[src/rtl/traffic_pkg.sv]
// -----------------------------------------------------------------------------
// traffic_pkg
// Shared definitions for the NS/EW intersection phase scheduler:
//   - phase_t   : phase codes 0..5 (codes 6 and 7 are illegal)
//   - lamps_t   : lamp vector {NS_r, NS_y, NS_g, EW_r, EW_y, EW_g}
//   - lamp_decode(): phase -> lamp vector
//   - DEF_*     : default timing constants
// -----------------------------------------------------------------------------
package traffic_pkg;

    typedef enum logic [2:0] {
        AR_TO_NS = 3'd0,
        NS_GRN   = 3'd1,
        NS_YEL   = 3'd2,
        AR_TO_EW = 3'd3,
        EW_GRN   = 3'd4,
        EW_YEL   = 3'd5
    } phase_t;

    // {NS_r, NS_y, NS_g, EW_r, EW_y, EW_g}
    typedef logic [5:0] lamps_t;

    localparam int DEF_CNT_W    = 5;
    localparam int DEF_NS_MIN   = 5;
    localparam int DEF_NS_MAX   = 20;
    localparam int DEF_EW_MIN   = 3;
    localparam int DEF_EW_MAX   = 12;
    localparam int DEF_YELLOW_T = 3;
    localparam int DEF_ALLRED_T = 1;

    // Illegal codes decode to both-red so the lamps stay safe even for the
    // single cycle before the FSM recovers.
    function automatic lamps_t lamp_decode(input phase_t ph);
        lamps_t l;
        case (ph)
            NS_GRN:  l = 6'b001_100;
            NS_YEL:  l = 6'b010_100;
            EW_GRN:  l = 6'b100_001;
            EW_YEL:  l = 6'b100_010;
            default: l = 6'b100_100;
        endcase
        return l;
    endfunction

endpackage

[src/rtl/traffic_phase_sched_if.sv]
// -----------------------------------------------------------------------------
// traffic_phase_sched_if
// Groups the detect inputs, lamp outputs and debug status of the scheduler.
//   NS_vehicle_detect / EW_vehicle_detect : demand levels (master -> slave)
//   NS_red/yellow/green, EW_red/yellow/green : lamps (slave -> master)
//   o_phase : current phase code, o_timer : cycles elapsed in phase
// slave  : the scheduler side
// master : the environment driving demand and observing lamps
// -----------------------------------------------------------------------------
interface traffic_phase_sched_if #(
    parameter int CNT_W = 5
);
    logic             NS_vehicle_detect;
    logic             EW_vehicle_detect;
    logic             NS_red;
    logic             NS_yellow;
    logic             NS_green;
    logic             EW_red;
    logic             EW_yellow;
    logic             EW_green;
    logic [2:0]       o_phase;
    logic [CNT_W-1:0] o_timer;

    modport master (
        output NS_vehicle_detect, EW_vehicle_detect,
        input  NS_red, NS_yellow, NS_green,
        input  EW_red, EW_yellow, EW_green,
        input  o_phase, o_timer
    );

    modport slave (
        input  NS_vehicle_detect, EW_vehicle_detect,
        output NS_red, NS_yellow, NS_green,
        output EW_red, EW_yellow, EW_green,
        output o_phase, o_timer
    );
endinterface

[src/rtl/phase_timer.sv]
// -----------------------------------------------------------------------------
// phase_timer
// CNT_W-bit saturating up-counter with synchronous clear.
//   i_clk   : clock
//   i_rst_n : synchronous active-low reset (count -> 0)
//   clr     : synchronous clear (count -> 0)
//   count   : current count, holds at all-ones
// -----------------------------------------------------------------------------
module phase_timer #(
    parameter int CNT_W = 5
) (
    input  logic             i_clk,
    input  logic             i_rst_n,
    input  logic             clr,
    output logic [CNT_W-1:0] count
);

    always_ff @(posedge i_clk) begin
        if (!i_rst_n || clr) begin
            count <= '0;
        end else if (count != '1) begin
            count <= count + CNT_W'(1);
        end
    end

endmodule

[src/rtl/traffic_phase_sched.sv]
// -----------------------------------------------------------------------------
// traffic_phase_sched
// Phase scheduler for an NS/EW intersection. A single phase timer times
// green, yellow and all-red; right-of-way is arbitrated from vehicle demand
// using min-green, gap-out and max-out rules.
//   i_clk   : clock
//   i_rst_n : synchronous active-low reset
//   bus     : traffic_phase_sched_if.slave (detects in; lamps, phase, timer out)
// -----------------------------------------------------------------------------
module traffic_phase_sched
    import traffic_pkg::*;
#(
    parameter int CNT_W    = DEF_CNT_W,
    parameter int NS_MIN   = DEF_NS_MIN,
    parameter int NS_MAX   = DEF_NS_MAX,
    parameter int EW_MIN   = DEF_EW_MIN,
    parameter int EW_MAX   = DEF_EW_MAX,
    parameter int YELLOW_T = DEF_YELLOW_T,
    parameter int ALLRED_T = DEF_ALLRED_T
) (
    input  logic                 i_clk,
    input  logic                 i_rst_n,
    traffic_phase_sched_if.slave bus
);

    // Thresholds are the last timer value of each interval (duration - 1).
    localparam logic [CNT_W-1:0] NS_MIN_L = CNT_W'(NS_MIN - 1);
    localparam logic [CNT_W-1:0] NS_MAX_L = CNT_W'(NS_MAX - 1);
    localparam logic [CNT_W-1:0] EW_MIN_L = CNT_W'(EW_MIN - 1);
    localparam logic [CNT_W-1:0] EW_MAX_L = CNT_W'(EW_MAX - 1);
    localparam logic [CNT_W-1:0] YEL_L    = CNT_W'(YELLOW_T - 1);
    localparam logic [CNT_W-1:0] AR_L     = CNT_W'(ALLRED_T - 1);

    phase_t           phase;
    phase_t           next_phase;
    logic             ns_pend;
    logic             ew_pend;
    logic             ns_opp;
    logic             ew_opp;
    logic             phase_change;
    logic [CNT_W-1:0] timer;
    lamps_t           lamps;

    phase_timer #(
        .CNT_W (CNT_W)
    ) u_timer (
        .i_clk   (i_clk),
        .i_rst_n (i_rst_n),
        .clr     (phase_change),
        .count   (timer)
    );

    // Opposing demand is the latched request or the live detect, so a car
    // arriving during our own green is seen in the same cycle.
    always_comb begin
        next_phase = phase;
        ns_opp     = ew_pend | bus.EW_vehicle_detect;
        ew_opp     = ns_pend | bus.NS_vehicle_detect;
        case (phase)
            AR_TO_NS: if (timer == AR_L) next_phase = NS_GRN;
            NS_GRN: begin
                if (ns_opp && ((timer >= NS_MIN_L && !bus.NS_vehicle_detect) ||
                               timer >= NS_MAX_L))
                    next_phase = NS_YEL;
            end
            NS_YEL:   if (timer == YEL_L) next_phase = AR_TO_EW;
            AR_TO_EW: if (timer == AR_L) next_phase = EW_GRN;
            EW_GRN: begin
                if (ew_opp && ((timer >= EW_MIN_L && !bus.EW_vehicle_detect) ||
                               timer >= EW_MAX_L))
                    next_phase = EW_YEL;
            end
            EW_YEL:   if (timer == YEL_L) next_phase = AR_TO_NS;
            default:  next_phase = AR_TO_NS;
        endcase
    end

    assign phase_change = (next_phase != phase);

    // Lamps are registered from next_phase so they always equal the decode
    // of the phase register, with no path from the detect inputs.
    always_ff @(posedge i_clk) begin
        if (!i_rst_n) begin
            phase   <= AR_TO_NS;
            ns_pend <= 1'b0;
            ew_pend <= 1'b0;
            lamps   <= lamp_decode(AR_TO_NS);
        end else begin
            phase <= next_phase;
            lamps <= lamp_decode(next_phase);

            // Entry to green serves the demand, so clear wins over set.
            if (next_phase == NS_GRN && phase != NS_GRN)
                ns_pend <= 1'b0;
            else if (bus.NS_vehicle_detect && phase != NS_GRN)
                ns_pend <= 1'b1;

            if (next_phase == EW_GRN && phase != EW_GRN)
                ew_pend <= 1'b0;
            else if (bus.EW_vehicle_detect && phase != EW_GRN)
                ew_pend <= 1'b1;
        end
    end

    assign bus.NS_red    = lamps[5];
    assign bus.NS_yellow = lamps[4];
    assign bus.NS_green  = lamps[3];
    assign bus.EW_red    = lamps[2];
    assign bus.EW_yellow = lamps[1];
    assign bus.EW_green  = lamps[0];
    assign bus.o_phase   = phase;
    assign bus.o_timer   = timer;

endmodule

[src/flat_wrapper.sv]
// flat-port wrapper written by rule: the top's interface ports become plain ports
module traffic_phase_sched_flat import traffic_pkg::*;
#(
    parameter int CNT_W    = DEF_CNT_W,
    parameter int NS_MIN   = DEF_NS_MIN,
    parameter int NS_MAX   = DEF_NS_MAX,
    parameter int EW_MIN   = DEF_EW_MIN,
    parameter int EW_MAX   = DEF_EW_MAX,
    parameter int YELLOW_T = DEF_YELLOW_T,
    parameter int ALLRED_T = DEF_ALLRED_T
)
  (i_clk, i_rst_n, bus_NS_vehicle_detect, bus_EW_vehicle_detect, bus_NS_red, bus_NS_yellow, bus_NS_green, bus_EW_red, bus_EW_yellow, bus_EW_green, bus_o_phase, bus_o_timer);
  traffic_phase_sched_if #(.CNT_W(CNT_W)) bus_i ();
  input  logic i_clk;
  input  logic i_rst_n;
  input wire logic [$bits(bus_i.NS_vehicle_detect)-1:0] bus_NS_vehicle_detect;
  input wire logic [$bits(bus_i.EW_vehicle_detect)-1:0] bus_EW_vehicle_detect;
  output wire logic [$bits(bus_i.NS_red)-1:0] bus_NS_red;
  output wire logic [$bits(bus_i.NS_yellow)-1:0] bus_NS_yellow;
  output wire logic [$bits(bus_i.NS_green)-1:0] bus_NS_green;
  output wire logic [$bits(bus_i.EW_red)-1:0] bus_EW_red;
  output wire logic [$bits(bus_i.EW_yellow)-1:0] bus_EW_yellow;
  output wire logic [$bits(bus_i.EW_green)-1:0] bus_EW_green;
  output wire logic [$bits(bus_i.o_phase)-1:0] bus_o_phase;
  output wire logic [$bits(bus_i.o_timer)-1:0] bus_o_timer;
  assign bus_i.NS_vehicle_detect = bus_NS_vehicle_detect;
  assign bus_i.EW_vehicle_detect = bus_EW_vehicle_detect;
  assign bus_NS_red = bus_i.NS_red;
  assign bus_NS_yellow = bus_i.NS_yellow;
  assign bus_NS_green = bus_i.NS_green;
  assign bus_EW_red = bus_i.EW_red;
  assign bus_EW_yellow = bus_i.EW_yellow;
  assign bus_EW_green = bus_i.EW_green;
  assign bus_o_phase = bus_i.o_phase;
  assign bus_o_timer = bus_i.o_timer;
  traffic_phase_sched #(.CNT_W(CNT_W), .NS_MIN(NS_MIN), .NS_MAX(NS_MAX), .EW_MIN(EW_MIN), .EW_MAX(EW_MAX), .YELLOW_T(YELLOW_T), .ALLRED_T(ALLRED_T)) u_core (.i_clk(i_clk), .i_rst_n(i_rst_n), .bus(bus_i));
endmodule
[config.mk]
export PLATFORM = sky130hd
export DESIGN_NAME = traffic_phase_sched_flat
export DESIGN_NICKNAME = d
export VERILOG_FILES = /design/src/rtl/traffic_pkg.sv /design/src/rtl/traffic_phase_sched_if.sv /design/src/rtl/phase_timer.sv /design/src/rtl/traffic_phase_sched.sv /design/src/flat_wrapper.sv
export SDC_FILE = /design/constraint.sdc
export NUM_CORES = 1
export LEC_CHECK = 0
export ABC_AREA = 1
export CAP_MARGIN = 30
export CORE_UTILIZATION = 50
export DETAILED_ROUTE_END_ITERATION = 10
export GPL_TIMING_DRIVEN = 0
export PLACE_DENSITY = 0.78
export SLEW_MARGIN = 10
export SYNTH_ARGS = -nofsm -noshare
export SYNTH_HDL_FRONTEND = slang
export SYNTH_SLANG_ARGS = --single-unit
[constraint.sdc]
create_clock -name i_clk -period 2.1 [get_ports i_clk]
set_input_delay 0.63 -clock i_clk [delete_from_list [all_inputs] [get_ports i_clk]]
set_output_delay 0.63 -clock i_clk [all_outputs]
set_load 0.01 [all_outputs]
Word-level counts from Yosys, hierarchy flattened

Index checks and enable logic that the tools add are counted.

Bits in registers: 16
Word-level logic and storage cells: 53
Input bits: 4
Output and inout bits: 14

Magnitude comparators: 4
Bitwise operators: 3
Mux-type cells: 8
Equality and inequality tests: 14
Reductions and logical operators: 18
Add/sub/neg operators: 1

Operators by type and width:

| kind                                                   | count |
|---|---|
| case mux 6 bit (4 select lines)                        | 1 |
| two-way mux 3 bit                                      | 6 |
| case mux 3 bit (6 select lines)                        | 1 |
| equality test 3 bit (second input constant)            | 4 |
| equality test 3 x 2 -> 1 bit (second input constant)   | 3 |
| logical AND 1 bit                                      | 8 |
| equality test 3 x 1 -> 1 bit (second input constant)   | 2 |
| adder 5 x 1 -> 5 bit (second input constant)           | 1 |
| equality test 5 x 2 -> 1 bit (second input constant)   | 1 |
| >= comparator 5 x 2 -> 1 bit (second input constant)   | 1 |
| >= comparator 5 x 3 -> 1 bit (second input constant)   | 1 |
| >= comparator 5 x 4 -> 1 bit (second input constant)   | 1 |
| >= comparator 5 bit (second input constant)            | 1 |
| zero test 5 bit                                        | 1 |
| inequality test 5 bit (second input constant)          | 1 |
| OR reduction 2 bit                                     | 2 |
| zero test 1 bit                                        | 3 |
| zero test 3 bit                                        | 1 |
| logical OR 1 bit                                       | 3 |
| inequality test 3 x 1 -> 1 bit (second input constant) | 1 |
| inequality test 3 bit                                  | 1 |
| inequality test 3 bit (second input constant)          | 1 |
| bitwise OR 1 bit                                       | 2 |
| inverter 1 bit                                         | 1 |

Depth between registers and ports, before layout

Word-level depth: 9
Depth in mapped cells: 11
Depth with buffers taken out: 11

By module

From an unflattened synthesis, not the netlist that was laid out.

Cells, all modules: 123
Area total of the unflattened synthesis: 838.3 um^2

By module, submodules not included:

| module              | area an instance (um^2) | sequential area each (um^2) | times used | cells each |
|---|---|---|---|---|
| traffic_phase_sched | 591.8                   | 220.2                       | 1          | 91 |
| phase_timer         | 246.5                   | 100.1                       | 1          | 32 |

Least setup slack after synthesis

No wires, ideal clock.

Kind: reg-to-reg
Start point: register u_core.u_timer.count[0]
End point: register u_core.u_timer.count[0]
Path slack: 623 ps
Cell stages (with the launch flop): 12
Required time: 2035 ps
Period minus slack after synthesis: 1477 ps
Setup time: 65 ps
Arrival: 1412 ps
Buffers on the path: 0
Path through: dfxtp_1 -> inv_1 -> ha_1 -> nor2_1 -> nand3_1 -> nand2_1 -> nand2_1 -> nand3_1 -> nand3_2 -> nand2_2 -> nand3_2 -> nor2_1

Word-level cells in the longest chain between the ends: 8
Elaborated cells between the ends (all ways): 23
Classes of those cells: 1 x add/sub; 4 x order compare; 3 x eq/ne; 7 x mux; 8 x reduce/logical

Ends and longest elaborated chain:

| what                                                                                | RTL line                                             | RTL |
|---|---|---|
| from (decl)                                                                         | phase_timer.sv:15                                    | `output logic [CNT_W-1:0] count` |
| from (signal assigned)                                                              | phase_timer.sv:22                                    | `count <= count + CNT_W'(1);` |
| >= comparator 5 x 2 -> 1 bit / >= comparator 5 x 3 -> 1 bit (equally long branches) | traffic_phase_sched.sv:69, traffic_phase_sched.sv:62 |  |
| logical AND 1 bit (on tied branches)                                                | traffic_phase_sched.sv:69, traffic_phase_sched.sv:62 |  |
| logical OR 1 bit (on tied branches)                                                 | traffic_phase_sched.sv:69, traffic_phase_sched.sv:62 |  |
| logical AND 1 bit (on tied branches)                                                | traffic_phase_sched.sv:69, traffic_phase_sched.sv:62 |  |
| two-way mux 3 bit (on tied branches)                                                | traffic_phase_sched.sv:69, traffic_phase_sched.sv:62 |  |
| case mux 3 bit (6 select lines)                                                     | traffic_phase_sched.sv:59                            | `case (phase)` |
| inequality test 3 bit                                                               | traffic_phase_sched.sv:78                            | `assign phase_change = (next_phase != phase);` |
| logical OR 1 bit                                                                    | phase_timer.sv:19                                    | `if (!i_rst_n \|\| clr) begin` |

Several ways; a longest one is shown, not always the timed one.
A chain may end at the register's enable or synchronous reset.

Worst setup path after layout

Start point: register u_core.phase[0], in the netlist u_core.bus.o_phase[0]
End point: output bus_o_phase[0]

RTL lines:

| what                   | RTL line                  | RTL |
|---|---|---|
| from (decl)            | traffic_phase_sched.sv:34 | `phase_t phase;` |
| from (signal assigned) | traffic_phase_sched.sv:89 | `phase <= next_phase;` |
| to (decl)              | flat_wrapper.sv:24        | `output wire logic [$bits(bus_i.o_phase)-1:0] bus_o_phase;` |

No word-level cell between the ends.

==> summary.txt <==
Run status
  – Run status: complete, but fails checks
  – Failing checks: design-rule violations

STA
  – Crit share post-route: 0.9305
  – Max-slew headroom: 0.8281
  – Endpoints failing hold: 0
  – Setup TNS: 0 ns
  – Worst Max-Slew Pin Slew: 0.2576 ns
  – Fmax: 0.5117 GHz
  – Setup violators final: 0
  – Final Critical Period: 1.954 ns
  – Worst Skew: 0.0005247 ns
  – Max Slew Vio Count: 0
  – RSZ-0062 raised after global routing: no

Final layout
  – Final Net Count: 151
  – Area growth from synthesis to layout: 26.19%
  – Diode count: 0
  – Final core occ: 0.6998
  – Fillcell total: 123
  – Seq. cell area: 320.3 um^2
  – Multi-input gate area: 469.2 um^2
  – Share of post-route cells with drive strength above 1: 0.1549

Floorplanning
  – Full die area: 1900 um^2
  – Die width: 43.59 um
  – I/O pins: 18
  – Num rows: 14
  – Core area: 1559 um^2
  – Die height: 43.59 um
  – Starting density of the core: 0.5546

Detailed routing
  – Vias: 798
  – Routed Antenna Nets: 0
  – Routed wire per std cell: 10.61 um
  – DR vias/cell: 5.051
  – DRC Markers: 1
  – Starting DRC count in detailed routing: 15
  – Initial DRT Pass Iterations: 7
  – Routed wire length: 1677 um

Worst setup path
  – Worst-path maximum fanout: 6
  – CP delay by family, top: buffers and inverters
  – Arr. time, crit path: 1.32 ns
  – CP max stage delay: 0.58 ns
  – Worst path slowest cell: clkdlybuf4s50_1
  – Critical Path End Type: output port
  – Bufs and invs on worst path: 1
  – Cell Chain, Critical Path: clkdlybuf4s50_1
  – Kind of critical path: flip-flop to output port
  – CP startpoint kind: flip-flop
  – Critical Path RT: 1.47 ns

Clock tree
  – CTS Buf Count: 3
  – Clock Tree Root: clkbuf_4
  – Clock slew at reported path FFs: 0.09 ns
  – Clock latency on the worst-skew pair: 0.29 ns
  – Maximum buffer depth of the clock tree: 2
  – H-tree depth: 1
  – CTS tree: yes
  – Post-CTS resize count: 0
  – Hold buffers post-CTS: 0
  – CTS Sinks: 16
  – # Post-CTS Setup Buffers: 0

Synth
  – Top FF cell, synth: dfxtp_1
  – Distinct cells, synth: 20
  – Synthesized area: 864.6 um^2
  – Cell with the most instances after synthesis: nor2_1
  – List of most frequent post-synthesis cells: 21 x nor2_1, 20 x nand2_1, 18 x inv_1
  – Asr flop ratio synth: 0
  – Mapped Nets: 129
  – Number of synthesized flops with an enable pin: 0
  – Synth area leader: dfxtp_1
  – Cells after synthesis: 121
  – Synth Warn #: 0
  – FF+latch count, synth: 16
  – Sequential fraction of the synthesis area: 0.3705
  – Most area-consuming cells after synthesis: dfxtp_1 37%, nor2_1 9.1%, nand2_1 8.7%
  – Avg Cell Area, Syn: 7.145 um^2
  – Post-synth top area share: 0.3705

Flow run
  – # Max-Cap Violations: 0

GRT
  – Vias in the first global route: 710
  – Initial antenna violation count: 0
  – First-pass GRT wire length: 2787 um
  – Gr usage total: 0.1983
  – Grt ovf: 0
  – Largest net degree at the start of global routing: 10

Hold path
  – Worst Hold Class: flip-flop to flip-flop

Power and ir drop
  – Pwr dens: 919.0 nW/um^2
  – Worst vdd ir: 0.0005621 V
  – Leakage power: 0.5049 nW

Place
  – Final GP Congestion: 0.8815
  – IO Port Bufs: 17
  – Final HPWL DP: 1269 um
## routing by layer
layer / up-vias / GRT usage / wire length [um]
li1: 417 / - / -
met1: 355 / 0.2468 / 772
met2: 21 / 0.3164 / 784
met3: 5 / 0.05417 / 90
met4: 0 / 0.09375 / 29
met5: - / 0 / 0
## metrics by stage
step / total power, mW / std cells / setup slack [ns] / hold WS (ns) / area [um^2]
2_1_floorplan: 0.6760 / 121 / 0.6230 / 0.4787 / 864.6
3_3_place_gp: 0.7969 / 154 / 0.07754 / 0.4975 / 1055
3_5_place_dp: 0.8086 / 154 / 0.04810 / 0.4962 / 1055
4_1_cts: 1.008 / 158 / 0.1383 / 0.5131 / 1091
5_1_grt: 1.073 / 158 / 0.09240 / 0.5415 / 1091
6_report: 1.003 / 158 / 0.1459 / 0.5083 / 1091
## where the power goes
group	switching, mW	internal (mW)	leakage [nW]
sequential	0.0398	0.346	0.131
clock	0.0951	0.106	0.0210
combinational	0.236	0.181	0.353
## cells by family after synthesis
group,after synthesis,share of synthesized area
and+or+nand+nor,70,0.4038
buffers and inverters,20,0.08683
DFF,16,0.3705
AOI/OAI and AO/OA,8,0.05065
adders and majority gates,4,0.05789
xor gates and xnor gates,3,0.03040
## placed cells by master (no fill, tap or decap), types with 2 or more instances in the layout
master,instances
nor2_1,21
nand2_1,20
inv_1,18
clkdlybuf4s50_1,17
dfxtp_1,16
nand3_1,10
a21oi_1,5
nand2_2,4
nor3_1,4
ha_1,4
nand3_2,3
nor2_2,3
clkbuf_4,3
o21ai_0,2
inv_2,2
or2_2,2
xor2_1,2
## registers in the layout (all words and copies together), names as in the netlist
| name | flops |
|---|---|
| u_core.ew_pend | 1 |
| u_core.bus.o_phase | 3 |
| u_core.lamps | 6 |
| u_core.u_timer.count | 5 |
| u_core.ns_pend | 1 |
## area by class of cell
| type | count | area share |
|---|---|---|
| Tap cell | 16 | 0.01835 |
| Timing Repair Buffer | 17 | 0.1560 |
| Sequential cell | 16 | 0.2936 |
| Multi-Input combinational cell | 85 | 0.4300 |
| Clock buffer | 4 | 0.03326 |
| Inverter | 20 | 0.06881 |
## worst paths after layout
| check | start | slack, ns | to | depth (start not counted) |
|---|---|---|---|---|
| hold reg to reg | u_core.ns_pend | 0.51 | u_core.ns_pend | 2 |
| hold / removal | u_core.ns_pend | 0.51 | u_core.ns_pend | 2 |
| setup reg to reg | u_core.u_timer.count[0] | 0.45 | u_core.u_timer.count[1] | 11 |
| setup / recovery | u_core.bus.o_phase[0] | 0.15 | bus_o_phase[0] | 1 |
Note: power is estimated with default switching activity, not from simulation.
